**config.mk**
```make
export PLATFORM = sky130hd
export DESIGN_NAME = ysyx_22051013_ifid_buf
export DESIGN_NICKNAME = d
export VERILOG_FILES = /design/src/rtl/ysyx_22051013_ifid_buf_pkg.sv /design/src/rtl/ysyx_22051013_ifid_entry.sv /design/src/rtl/ysyx_22051013_ifid_buf.sv
export SDC_FILE = /design/constraint.sdc
export NUM_CORES = 1
export LEC_CHECK = 0
export CORE_MARGIN = 5
export CORE_UTILIZATION = 45
export CTS_CLUSTER_SIZE = 14
export DETAILED_ROUTE_END_ITERATION = 12
export GPL_TIMING_DRIVEN = 0
export HOLD_SLACK_MARGIN = 0.08
export PLACE_DENSITY = 0.81
export SYNTH_ARGS = -nofsm -noshare
export SYNTH_HDL_FRONTEND = slang
export SYNTH_SLANG_ARGS = --single-unit
```
**constraint.sdc**
```tcl
create_clock -name clk -period 2 [get_ports clk]
set_input_delay 0.4 -clock clk [delete_from_list [all_inputs] [get_ports clk]]
set_output_delay 0.4 -clock clk [all_outputs]
set_load 0.05 [all_outputs]
```
**src/rtl/ysyx_22051013_ifid_buf_pkg.sv**
```systemverilog
// Shared widths, NOP encoding, FSM states and beat payload for the IF->ID buffer.
// Optional commit trace in the top is enabled with YSYX_22051013_IFID_TRACE_EN.
package ysyx_22051013_ifid_buf_pkg;

    localparam int unsigned PC_W   = 64;
    localparam int unsigned INST_W = 32;

    // addi x0, x0, 0
    localparam logic [INST_W-1:0] NOP_INST = 32'h0000_0013;

    typedef enum logic [1:0] {
        ST_EMPTY = 2'd0,
        ST_ONE   = 2'd1,
        ST_TWO   = 2'd2
    } state_e;

    typedef struct packed {
        logic [PC_W-1:0]   pc;
        logic [INST_W-1:0] inst;
    } beat_t;

endpackage

```
**src/rtl/ysyx_22051013_ifid_entry.sv**
```systemverilog
// One {pc, inst} storage slot with load enable; used for the head and skid entries.
module ysyx_22051013_ifid_entry
    import ysyx_22051013_ifid_buf_pkg::*;
(
    input  logic  clk,
    input  logic  rst,
    input  logic  ld,
    input  beat_t d,
    output beat_t q
);

    always_ff @(posedge clk or negedge rst) begin
        if (!rst) begin
            q <= '{pc: '0, inst: NOP_INST};
        end else if (ld) begin
            q <= d;
        end
    end

endmodule

```
**src/rtl/ysyx_22051013_ifid_buf.sv**
```systemverilog
// IF->ID pipeline buffer: 2-entry skid so if_ready_o is a flop with no ID->IF combinational path.
// Define YSYX_22051013_IFID_TRACE_EN to report every popped beat through ifid_commit().
module ysyx_22051013_ifid_buf
    import ysyx_22051013_ifid_buf_pkg::*;
(
    input  logic              clk,
    input  logic              rst,
    input  logic              flush_i,
    input  logic              if_valid_i,
    input  logic [PC_W-1:0]   if_pc_i,
    input  logic [INST_W-1:0] if_inst_i,
    output logic              if_ready_o,
    output logic              id_valid_o,
    output logic [PC_W-1:0]   id_pc_o,
    output logic [INST_W-1:0] id_inst_o,
    input  logic              id_ready_i
);

    state_e            state_q;
    state_e            state_d;
    logic              ready_q;
    logic              valid_q;
    logic [INST_W-1:0] inst_q;
    logic              push;
    logic              pop;
    logic              head_ld;
    logic              skid_ld;
    logic              head_from_skid;
    beat_t             in_beat;
    beat_t             head_d;
    beat_t             head_q;
    beat_t             skid_q;
    beat_t             head_next;

    assign in_beat = '{pc: if_pc_i, inst: if_inst_i};
    assign push    = if_valid_i & ready_q;
    assign pop     = valid_q & id_ready_i;
    assign head_d  = head_from_skid ? skid_q : in_beat;

    // Next-state and entry load decode; flush overrides every other event.
    always_comb begin
        state_d        = state_q;
        head_ld        = 1'b0;
        skid_ld        = 1'b0;
        head_from_skid = 1'b0;
        if (flush_i) begin
            state_d = ST_EMPTY;
        end else begin
            case (state_q)
                ST_EMPTY: begin
                    if (push) begin
                        state_d = ST_ONE;
                        head_ld = 1'b1;
                    end
                end
                ST_ONE: begin
                    if (push && pop) begin
                        head_ld = 1'b1;
                    end else if (push) begin
                        state_d = ST_TWO;
                        skid_ld = 1'b1;
                    end else if (pop) begin
                        state_d = ST_EMPTY;
                    end
                end
                ST_TWO: begin
                    if (pop) begin
                        state_d        = ST_ONE;
                        head_ld        = 1'b1;
                        head_from_skid = 1'b1;
                    end
                end
                default: state_d = ST_EMPTY;
            endcase
        end
    end

    assign head_next = head_ld ? head_d : head_q;

    always_ff @(posedge clk or negedge rst) begin
        if (!rst) begin
            state_q <= ST_EMPTY;
            ready_q <= 1'b1;
            valid_q <= 1'b0;
            inst_q  <= NOP_INST;
        end else begin
            state_q <= state_d;
            ready_q <= (state_d != ST_TWO);
            valid_q <= (state_d != ST_EMPTY);
            inst_q  <= (state_d != ST_EMPTY) ? head_next.inst : NOP_INST;
        end
    end

    ysyx_22051013_ifid_entry u_head (
        .clk (clk),
        .rst (rst),
        .ld  (head_ld),
        .d   (head_d),
        .q   (head_q)
    );

    ysyx_22051013_ifid_entry u_skid (
        .clk (clk),
        .rst (rst),
        .ld  (skid_ld),
        .d   (in_beat),
        .q   (skid_q)
    );

    assign if_ready_o = ready_q;
    assign id_valid_o = valid_q;
    assign id_pc_o    = head_q.pc;
    assign id_inst_o  = inst_q;

`ifdef YSYX_22051013_IFID_TRACE_EN
    function automatic void ifid_commit(input longint pc, input int inst);
        $display("ifid_commit pc=%h inst=%h", pc, inst);
    endfunction

    // Report the head beat on every pop; decode owns it even if a flush lands the same cycle.
    always @(posedge clk) begin
        if (rst && pop) begin
            ifid_commit(longint'(head_q.pc), int'(head_q.inst));
        end
    end
`endif

endmodule

```
# After elaboration in Yosys (flattened, before gate mapping)
# Cells that the tools add are included.
dict set report op_classes {
  n_eq_ne 3
  mux 20
  n_bitwise 2
  n_reduce_logical 3
}
# cell n
set ops {}
lappend ops {{2-to-1 mux 96 bit} 1}
lappend ops {{2-to-1 mux 32 bit} 2}
lappend ops {{2-to-1 mux 2 bit} 6}
lappend ops {{2-to-1 mux 1 bit} 9}
lappend ops {{case mux 2 bit (3 select lines)} 1}
lappend ops {{case mux 1 bit (3 select lines)} 1}
lappend ops {{AND 1 bit} 2}
lappend ops {{== test 2 x 1 -> 1 bit (second input constant)} 1}
lappend ops {{== test 2 bit (second input constant)} 1}
lappend ops {{logical NOT 2 bit} 1}
lappend ops {{!= test 2 bit (second input constant)} 1}
lappend ops {{nonzero test 2 bit} 1}
lappend ops {{logical AND 1 bit} 1}
dict set report totals {
  reg_bits 228
  inputBits 101
  out_inout_bits 98
  wordCells 36
}

# Logic depth before layout (Yosys ltp)
# Gate-level depths: netlist of the first run.
dict set report depth {
  word_depth 8
  depth_mapped 7
  depth_no_buf 5
}

# Hierarchy
# From an unflattened synthesis of the first run, not the netlist that was laid out.
dict set report hier_totals {
  cells_unflattened 642
  area_unflattened_um2 10266.1
}
# mod instances cells_per_inst area_per_inst_um2 seq_area_each_um2
set by_module_without_submodules {}
lappend by_module_without_submodules {ysyx_22051013_ifid_entry 2 203 3768.6 2406.1}
lappend by_module_without_submodules {ysyx_22051013_ifid_buf 1 236 2728.9 905.9}

# Least setup slack after synthesis of the first run
# OpenSTA, ideal clock, no wires.
dict set report synth_timing {
  path_kind {register to register}
  from {register valid_q (netlist: id_valid_o)}
  to {register u_skid.q[10] in the netlist's numbering}
  setup_ns 0.127
  arrival_time_ns 1.823
  required_time_ns 1.873
  setup_slack_ns 0.049
  path_stages_with_launch 6
  path_buffers 2
  period_less_slack_ns 1.951
  cell_sequence {dfrtp_1 a21bo_2 nor3_4 buf_4 buf_6 mux2_1}
}
dict set report synth_between {
  elab_chain_len 5
}
# element line
set synth_lines {}
lappend synth_lines {{from (decl)} ysyx_22051013_ifid_buf.sv:22} ;# logic valid_q;
lappend synth_lines {{from (signal assigned)} ysyx_22051013_ifid_buf.sv:89} ;# valid_q <= (state_d != ST_EMPTY);
lappend synth_lines {{AND 1 bit} ysyx_22051013_ifid_buf.sv:37} ;# assign pop = valid_q & id_ready_i;
lappend synth_lines {{logical AND 1 bit} ysyx_22051013_ifid_buf.sv:57} ;# if (push && pop) begin
lappend synth_lines {{2-to-1 mux 1 bit} ysyx_22051013_ifid_buf.sv:57}
lappend synth_lines {{2-to-1 mux 1 bit} ysyx_22051013_ifid_buf.sv:49} ;# case (state_q)
lappend synth_lines {{2-to-1 mux 1 bit} ysyx_22051013_ifid_buf.sv:46} ;# if (flush_i) begin
lappend synth_lines {{to (signal assigned)} ysyx_22051013_ifid_entry.sv:14} ;# q <= '{pc: '0, inst: NOP_INST};
lappend synth_lines {{to (decl)} ysyx_22051013_ifid_entry.sv:9} ;# output beat_t q
# Every way passes these cells.
# A chain may end at the register's enable or synchronous reset.

# Final worst setup path of the first run
dict set report layout_timing {
  from {register valid_q (netlist: id_valid_o)}
  to {output port id_valid_o}
}
# element line
set layout_lines {}
lappend layout_lines {{to (decl)} ysyx_22051013_ifid_buf.sv:13} ;# output logic id_valid_o,
# No word-level cell between the ends.

==> results.toml, run 1 <==
[timing]
maxSlewViolCount = 0
post-route-period-util = 0.980
slew_headroom = 0.604
hold_viol_final = 0
whs_ns = 0.400
timing.fmax_ghz = 0.510
setup_slack_ns = 0.0397
fin_skew_ns = 0.0150
tightest_slew_ns = 0.596
rsz0062_at_grt = "false"
layout_min_cycle_time_ns = 1.96
setup_viol = 0

[power]
p_leak_nw = 5.83
p_per_area_nw_per_um2 = 1270
peakVddDrop_v = 0.000985

[placed_design]
hpwlAfterDp_um = 17800
io_buffer_count = 197
place.gp.congestion = 0.789
preCtsSetupSlack_ns = -0.687

[critical_path]
cp_data_required_time_ns = 1.60
crit_arrival_ns = 1.56
end_kind = "output pin"
crit_chain = "clkdlybuf4s15_1"
critPathSlowestCell = "clkdlybuf4s15_1"
crit_type = "register to output pin"
r2r_setup_slack_ns = 0.07
crit_family = "buffers and inverters"
worst-path-buf-inv = 1
cpPeakStageDelay_ns = 0.56
start_kind = "register"
path_max_fanout = 5

[layout]
layout-area-overhead-vs-synth_pct = 31.3
final_common_cell = "dfrtp_1"
num_antenna_cells = 0
nNetsFinal = 1162
fill_cells = 1855
layout-drive-gt1-share = 0.218
most-common-layout-cells = "dfrtp_1, o21ai_0, mux2i_1, clkdlybuf4s50_1, dlygate4sd2_1"
utilization = 0.595

[logic_synthesis]
yosys.area.top_type = "dfrtp_1"
async_reset_ff_frac = 1.00
muxShareOfSynthArea = 0.203
netlist.area_leader.share = 0.535
yosys_warnings = 0
synth_xor_area_frac = 0.000859
ys_ff_latch = 228
netlist-cell-type-count = 34
synth_area_leaders = "dfrtp_1, mux2i_1, o21ai_0"
synth_nets = 931
synth_top_family_by_area = "multiplexers"
avgSynthCellArea_um2 = 12.3
synthAdderAreaFrac = 0
yosys_most_used_dff = "dfrtp_1"
synth_compound_area_frac = 0.131
yosys.area_share.simple = 0.0233
syn-cell-area_um2 = 10200
synth_seq_area_share = 0.561
synth_edf_count = 0
netlist_instances = 830

[drt]
vias_per_cell = 5.36
firstDrtPassIters = 4
routedWlPerCell_um = 18.6
drt_iter0_drc = 258
ant_nets = 0
drc_errors = 0
vias = 7312
routed_wl_um = 25400

[global_routing]
grt_max_degree = 102
grt_use_total = 0.194
grt_pass1_wl_um = 41200
gr-total-overflow = 0
grt_pass1_vias = 7875
antenna_found_initial = 2

[run_status]
outcome = "completed"

[die]
num_io_pins = 199
die_w_um = 161
coreArea_um2 = 22500
start_util = 0.453
die-area_um2 = 25800
die_h_um = 161
rows = 55

[clock_tree]
cts_tree = "built"
clock_sinks = 228
path_clk_slew_ns = 0.06
cts_buffers = 24
cts_max_level = 1
cts_root_buffer = "clkbuf_16"
insertion_delay_ns = 0.52
clockBufferDepth = 3

[job]
cap_violations = 0

[hold_path]
worstHoldPathType = "input pin to asynchronous set/reset pin"
-- worst paths after layout --
| check | from | endpoint | cells after the start |
|---|---|---|---|
| max | id_valid_o | id_valid_o | 1 |
| min | rst | u_skid.q[25] | 2 |
| max reg2reg | id_valid_o | id_inst_o[13] | 6 |
| min reg2reg | u_skid.q[88] | u_skid.q[88] | 1 |
| max in group asynchronous | rst | u_head.q[68] | 3 |
| min in group clk | u_skid.q[88] | u_skid.q[88] | 1 |
-- cell families (layout without fill, tap and decap cells) --
family / count (synthesis) / after routing
compound gates: 232 / 232
flops: 228 / 228
mux: 195 / 195
buf+inv: 127 / 375
simple gates: 47 / 47
xor+xnor: 1 / 1
-- per-layer routing --
metal	vias to the layer above	share of wire	track usage
met1	3700	0.42	0.252
met3	45	0.059	0.0434
met5	-	0.0011	0
li1	3364	-	-
met4	4	0.025	0.0540
met2	199	0.49	0.329
-- area by class of cell --
type | instances | area [um2] | share of cell area
sequential | 228 | 5720 | 0.427
multi-input combinational | 475 | 3670 | 0.274
timing repair buffer | 205 | 1980 | 0.148
buffer | 125 | 858 | 0.0641
clock buffer | 39 | 747 | 0.0558
tap | 285 | 357 | 0.0266
clock inverter | 4 | 56.3 | 0.00420
inverter | 2 | 7.51 | 0.000561
-- cell usage after synthesis, types with 2 or more instances --
master / instances
a211oi_1: 19
a211oi_2: 10
a21boi_0: 2
a221oi_1: 3
buf_2: 17
buf_4: 71
buf_6: 9
clkbuf_1: 27
dfrtp_1: 218
dfstp_2: 10
inv_1: 2
mux2_1: 40
mux2_2: 56
mux2i_1: 99
nand2_1: 4
nand2b_1: 2
nor2_1: 34
o21ai_0: 149
o21ai_1: 43
-- sequential cells by signal, summed over array words and instances, names as in the netlist --
| name | cells |
|---|---|
| if_ready_o | 1 |
| u_skid.q | 96 |
| id_inst_o | 32 |
| state_q | 2 |
| id_valid_o | 1 |
| u_head.q | 96 |
-- through the flow --
| stage | cell area (um2) | power, mW | cells | setup TNS, ns |
|---|---|---|---|---|
| final | 13400 | 17.0 | 1363 | 0 |
| after global routing | 13400 | 17.8 | 1363 | 0 |
| after CTS | 13300 | 17.1 | 1363 | 0 |
| after detailed placement | 12600 | 12.9 | 1314 | -109.45 |
| after global placement | 12500 | 12.7 | 1312 | -2150.34 |
| after floorplan | 10200 | 10.9 | 830 | 0 |
-- power by group --
part / internal [mW] / total (mW) / switching [mW]
logic: 2.21 / 5.41 / 3.21
clock network: 2.67 / 4.46 / 1.79
registers: 6.28 / 7.08 / 0.803
total: 11.2 / 17.0 / 5.80
-- what timing repair did --
action                                 in CTS  in global routing
pin swaps                                   2                  3
endpoints found under the hold margin      59                  0
resized for setup                         106                 27
setup endpoints to repair                 213                112
hold buffers                                1                  0
buffers inserted                            5                  0
Power figures use the tool's default switching activity.
==> run 2: changes to the inputs <==
- clock period: 2 -> 1.95 ns (I/O delays scaled with it)
==> run 2 against run 1 <==
Against the previous run: power grew 6.5%; critical path depth up 5; die area unchanged; highest routed layer unchanged; worst setup slack worse by 0.0064 ns; clock skew shrank 0.0067 ns.
==> results.toml, run 2 (same netlist as run 1, synthesis figures left out) <==
[drt]
firstDrtPassIters = 4
routed_wl_um = 25200
drc_errors = 0
ant_nets = 0
vias = 7224
routedWlPerCell_um = 18.4
drt_iter0_drc = 239
vias_per_cell = 5.26

[critical_path]
crit_type = "register to register"
end_kind = "register"
worst-path-buf-inv = 3
path_max_fanout = 10
cp_data_required_time_ns = 2.34
crit_family = "buffers and inverters"
critPathSlowestCell = "dfstp_2"
crit_chain = "nand3b_1 > buf_4 > nor3_4 > buf_6 > buf_12 > mux2_1"
crit_arrival_ns = 2.31
start_kind = "register"
cpPeakStageDelay_ns = 0.55

[timing]
layout_min_cycle_time_ns = 1.92
maxSlewViolCount = 0
setup_viol = 0
tightest_slew_ns = 0.608
fin_skew_ns = 0.00835
post-route-period-util = 0.983
timing.fmax_ghz = 0.522
slew_headroom = 0.595
rsz0062_at_grt = "true"
hold_viol_final = 0
setup_tns_ns = 0
setup_slack_ns = 0.0333

[layout]
most-common-layout-cells = "dfrtp_1, o21ai_0, mux2i_1"
layout-drive-gt1-share = 0.241
nNetsFinal = 1169
final_area_um2 = 13600
num_antenna_cells = 0
layout-area-overhead-vs-synth_pct = 33.8
final_common_cell = "dfrtp_1"

[die]
coreArea_um2 = 22500
die-area_um2 = 25800
num_io_pins = 199
rows = 55
die_h_um = 161
die_w_um = 161
start_util = 0.453

[clock_tree]
clockBufferDepth = 3
insertion_delay_ns = 0.51
path_clk_slew_ns = 0.06
cts_root_buffer = "clkbuf_16"
clock_sinks = 228
cts_buffers = 26
cts_max_level = 1
cts_tree = "built"

[placed_design]
io_buffer_count = 197
preCtsSetupSlack_ns = -0.642
place.gp.congestion = 0.768
hpwlAfterDp_um = 17600
place_area_um2 = 12600

[power]
seqPwrFrac = 0.403
p_per_area_nw_per_um2 = 1320
p_leak_nw = 5.94
switching_share = 0.333
p_switching_mw = 6.01
clkPwrFrac = 0.283
pwr-share-comb = 0.314
finalPower_mw = 18.1
p_int_mw = 12.0
peakVddDrop_v = 0.000748

[global_routing]
grt_use_total = 0.195
grt_max_degree = 103
antenna_found_initial = 2
grt_pass1_wl_um = 41200
grt_pass1_vias = 7867
gr-total-overflow = 0

[hold_path]
worstHoldPathType = "input pin to asynchronous set/reset pin"

[job]
cap_violations = 0

[run_status]
outcome = "completed"
run 2: cell count changes in the layout (fill, tap and decap cells not counted), sizes merged:
cell	change
buf	+8
dlygate4sd2	-7
clkdlybuf4s15	+4
bufinv	+2
clkinv	+2
clkbuf	+1
run 2: cell type report:
class	instances	area (um2)
Timing Repair Buffer	210	2030
Sequential cell	228	5720
Inverter	2	7.51
Clock inverter	8	119
Clock buffer	40	805
Tap cell	285	357
Multi-Input combinational cell	475	3710
Buffer	125	900
Fill cell	1813	8860
run 2: routing by layer:
layer  routed length [um]  vias up  global-route usage
li1                     -     3368                   -
met2                12300      195               0.315
met4                  705        4              0.0716
met3                 1490       53              0.0477
met5                   25        -                   0
met1                10700     3604               0.256
run 2: per-stage QoR:
stage	std cells	hold slack, ns	util
final	1373	0.403	0.606
after floorplan	830	0.0944	-
after global routing	1373	0.451	0.606
after CTS	1369	0.412	0.599
after global placement	1312	0.466	0.557
after detailed placement	1314	0.365	0.560
run 2: final timing paths:
check / startpoint / to / slack, ns / depth (start not counted)
worst max-delay path: if_ready_o / u_skid.q[5] / 0.03 / 6
worst min-delay path: rst / u_head.q[25] / 0.40 / 2
worst max register to register: if_ready_o / u_skid.q[5] / 0.03 / 6
worst min register to register: u_head.q[4] / u_head.q[4] / 0.49 / 2
max in group asynchronous: rst / id_inst_o[10] / 0.33 / 4
min in group clk: u_head.q[4] / u_head.q[4] / 0.49 / 2
run 2: power by group through the flow:
| stage | combinational [mW] | clock, mW | sequential, mW |
|---|---|---|---|
| finish | 5.67 | 5.11 | 7.27 |
| global route | 6.11 | 5.45 | 7.47 |
| CTS | 5.59 | 5.22 | 7.25 |
| global placement | 5.75 | 0 | 7.23 |
| floorplan | 3.77 | 0 | 7.45 |
| detailed placement | 5.89 | 0 | 7.33 |
run 2: what timing repair did:
action,in CTS,in global routing
hold endpoints to repair,62,0
buffers inserted,6,3
cloned,0,1
setup endpoints to repair,202,193
hold buffers,1,0
gates resized for setup,111,50
pin swaps,3,2
run 2: worst register-to-register path, stage by stage (launching register included):
cell      delay, ns
dfstp_2        0.55
nand3b_1       0.16
buf_4          0.19
nor3_4         0.18
buf_6          0.22
buf_12         0.17
mux2_1         0.33
==> run 3: changes to the inputs <==
- clock period: 1.95 -> 2.1 ns (I/O delays scaled with it)
==> run 3 against run 2 <==
Against the previous run: flip-flop and latch count stayed put; via count is 1.5% higher; non-clock buffer count shrank 6; sequential share of layout area grew 0.86 points; clock power shrank 17%; power decreased by 11%; hold slack better by 0.020 ns; largest power group unchanged; clock skew grew 0.0075 ns; routed wire length grew 0.71%; worst setup slack better by 0.0082 ns; final area decreased by 2.0%.
==> results.toml, run 3 (same netlist as run 1, synthesis figures left out) <==
[power]
finalPower_mw = 16.2
p_per_area_nw_per_um2 = 1210
p_leak_nw = 5.86
peakVddDrop_v = 0.000938

[global_routing]
gr-total-overflow = 0
grt_pass1_vias = 7861
grt_pass1_wl_um = 41100
grt_max_degree = 102
grt_use_total = 0.194
antenna_found_initial = 2

[critical_path]
cpPeakStageDelay_ns = 0.80
crit_arrival_ns = 1.64
crit_type = "register to output pin"
start_kind = "register"
worst-path-buf-inv = 1
crit_family = "buffers and inverters"
crit_chain = "clkdlybuf4s50_1"
critPathSlowestCell = "clkdlybuf4s50_1"
cp_data_required_time_ns = 1.68
path_max_fanout = 1
end_kind = "output pin"

[drt]
ant_nets = 0
drc_errors = 0
firstDrtPassIters = 5
routed_wl_um = 25400
routedWlPerCell_um = 18.6
vias = 7330
vias_per_cell = 5.38
drt_iter0_drc = 271

[die]
coreArea_um2 = 22500
rows = 55
start_util = 0.453
die_h_um = 161
num_io_pins = 199
die_w_um = 161
die-area_um2 = 25800

[layout]
final_common_cell = "dfrtp_1"
layout-drive-gt1-share = 0.212
num_antenna_cells = 0
nNetsFinal = 1161
final_cells = 1362
most-common-layout-cells = "dfrtp_1, o21ai_0, clkdlybuf4s50_1"
layout-area-overhead-vs-synth_pct = 31.0
fill_cells = 1837

[timing]
slew_headroom = 0.589
layout_min_cycle_time_ns = 2.06
setup_viol = 0
fin_skew_ns = 0.0159
hold_viol_final = 0
timing.fmax_ghz = 0.486
post-route-period-util = 0.980
tightest_slew_ns = 0.616
maxSlewViolCount = 0

[placed_design]
io_buffer_count = 197
hpwlAfterDp_um = 17800
place.gp.congestion = 0.789
dp.cells = 1314

[hold_path]
worstHoldPathType = "input pin to asynchronous set/reset pin"

[clock_tree]
cts_max_level = 1
cts_root_buffer = "clkbuf_16"
clockBufferDepth = 3
cts_buffers = 24
path_clk_slew_ns = 0.06
insertion_delay_ns = 0.52
cts_tree = "built"
clock_sinks = 228

[job]
cap_violations = 0

[run_status]
outcome = "completed"
## run 3: repair_timing
item                                   in CTS  in global routing
endpoints found under the hold margin      59                  0
setup buffers                               2                  3
pin swaps                                   1                  2
hold buffers                                1                  0
setup endpoints to repair                 143                 66
gates resized for setup                    84                 12
## run 3: worst paths after layout
| path | startpoint | to | slack [ns] | cells after the start |
|---|---|---|---|---|
| min reg2reg | u_skid.q[28] | u_skid.q[28] | 0.48 | 1 |
| min in group clk | u_skid.q[28] | u_skid.q[28] | 0.48 | 1 |
| max reg2reg | if_ready_o | u_head.q[7] | 0.12 | 6 |
| min | rst | u_skid.q[25] | 0.42 | 2 |
| max | id_inst_o[16] | id_inst_o[16] | 0.04 | 1 |
| max in group asynchronous | rst | u_head.q[68] | 0.81 | 3 |
## run 3: metrics by stage
| stage | hold WS [ns] | setup TNS, ns | worst slack [ns] | instance area [um2] | util |
|---|---|---|---|---|---|
| after floorplan | 0.124 | 0 | 0.149 | 10200 | - |
| after global placement | 0.466 | -2114.12 | -9.08 | 12500 | 0.557 |
| after detailed placement | 0.389 | -91.45 | -0.607 | 12600 | 0.559 |
| after CTS | 0.434 | 0 | 0.00351 | 13300 | 0.592 |
| after global routing | 0.463 | -0.0180 | -0.0143 | 13400 | 0.594 |
| final | 0.422 | 0 | 0.0414 | 13400 | 0.594 |
## run 3: final cells by class
cell class / instances / area (um2) / area share
sequential: 228 / 5720 / 0.428
clock inverter: 4 / 56.3 / 0.00421
timing repair buffer: 205 / 2000 / 0.150
inverter: 2 / 7.51 / 0.000562
multi-input combinational: 475 / 3650 / 0.273
buffer: 124 / 822 / 0.0615
clock buffer: 39 / 747 / 0.0559
tap: 285 / 357 / 0.0267
## run 3: power by group
part	leakage [nW]	switching (mW)	internal (mW)
clock	0.396	1.70	2.55
combinational	2.66	3.05	2.11
sequential	2.81	0.765	5.98
total	5.86	5.51	10.6
## run 3: layer usage
metal,vias up,global-route usage,wire (um)
li1,3363,-,-
met1,3691,0.252,10700
met2,223,0.329,12400
met3,49,0.0434,1580
met4,4,0.0536,695
met5,-,0,27
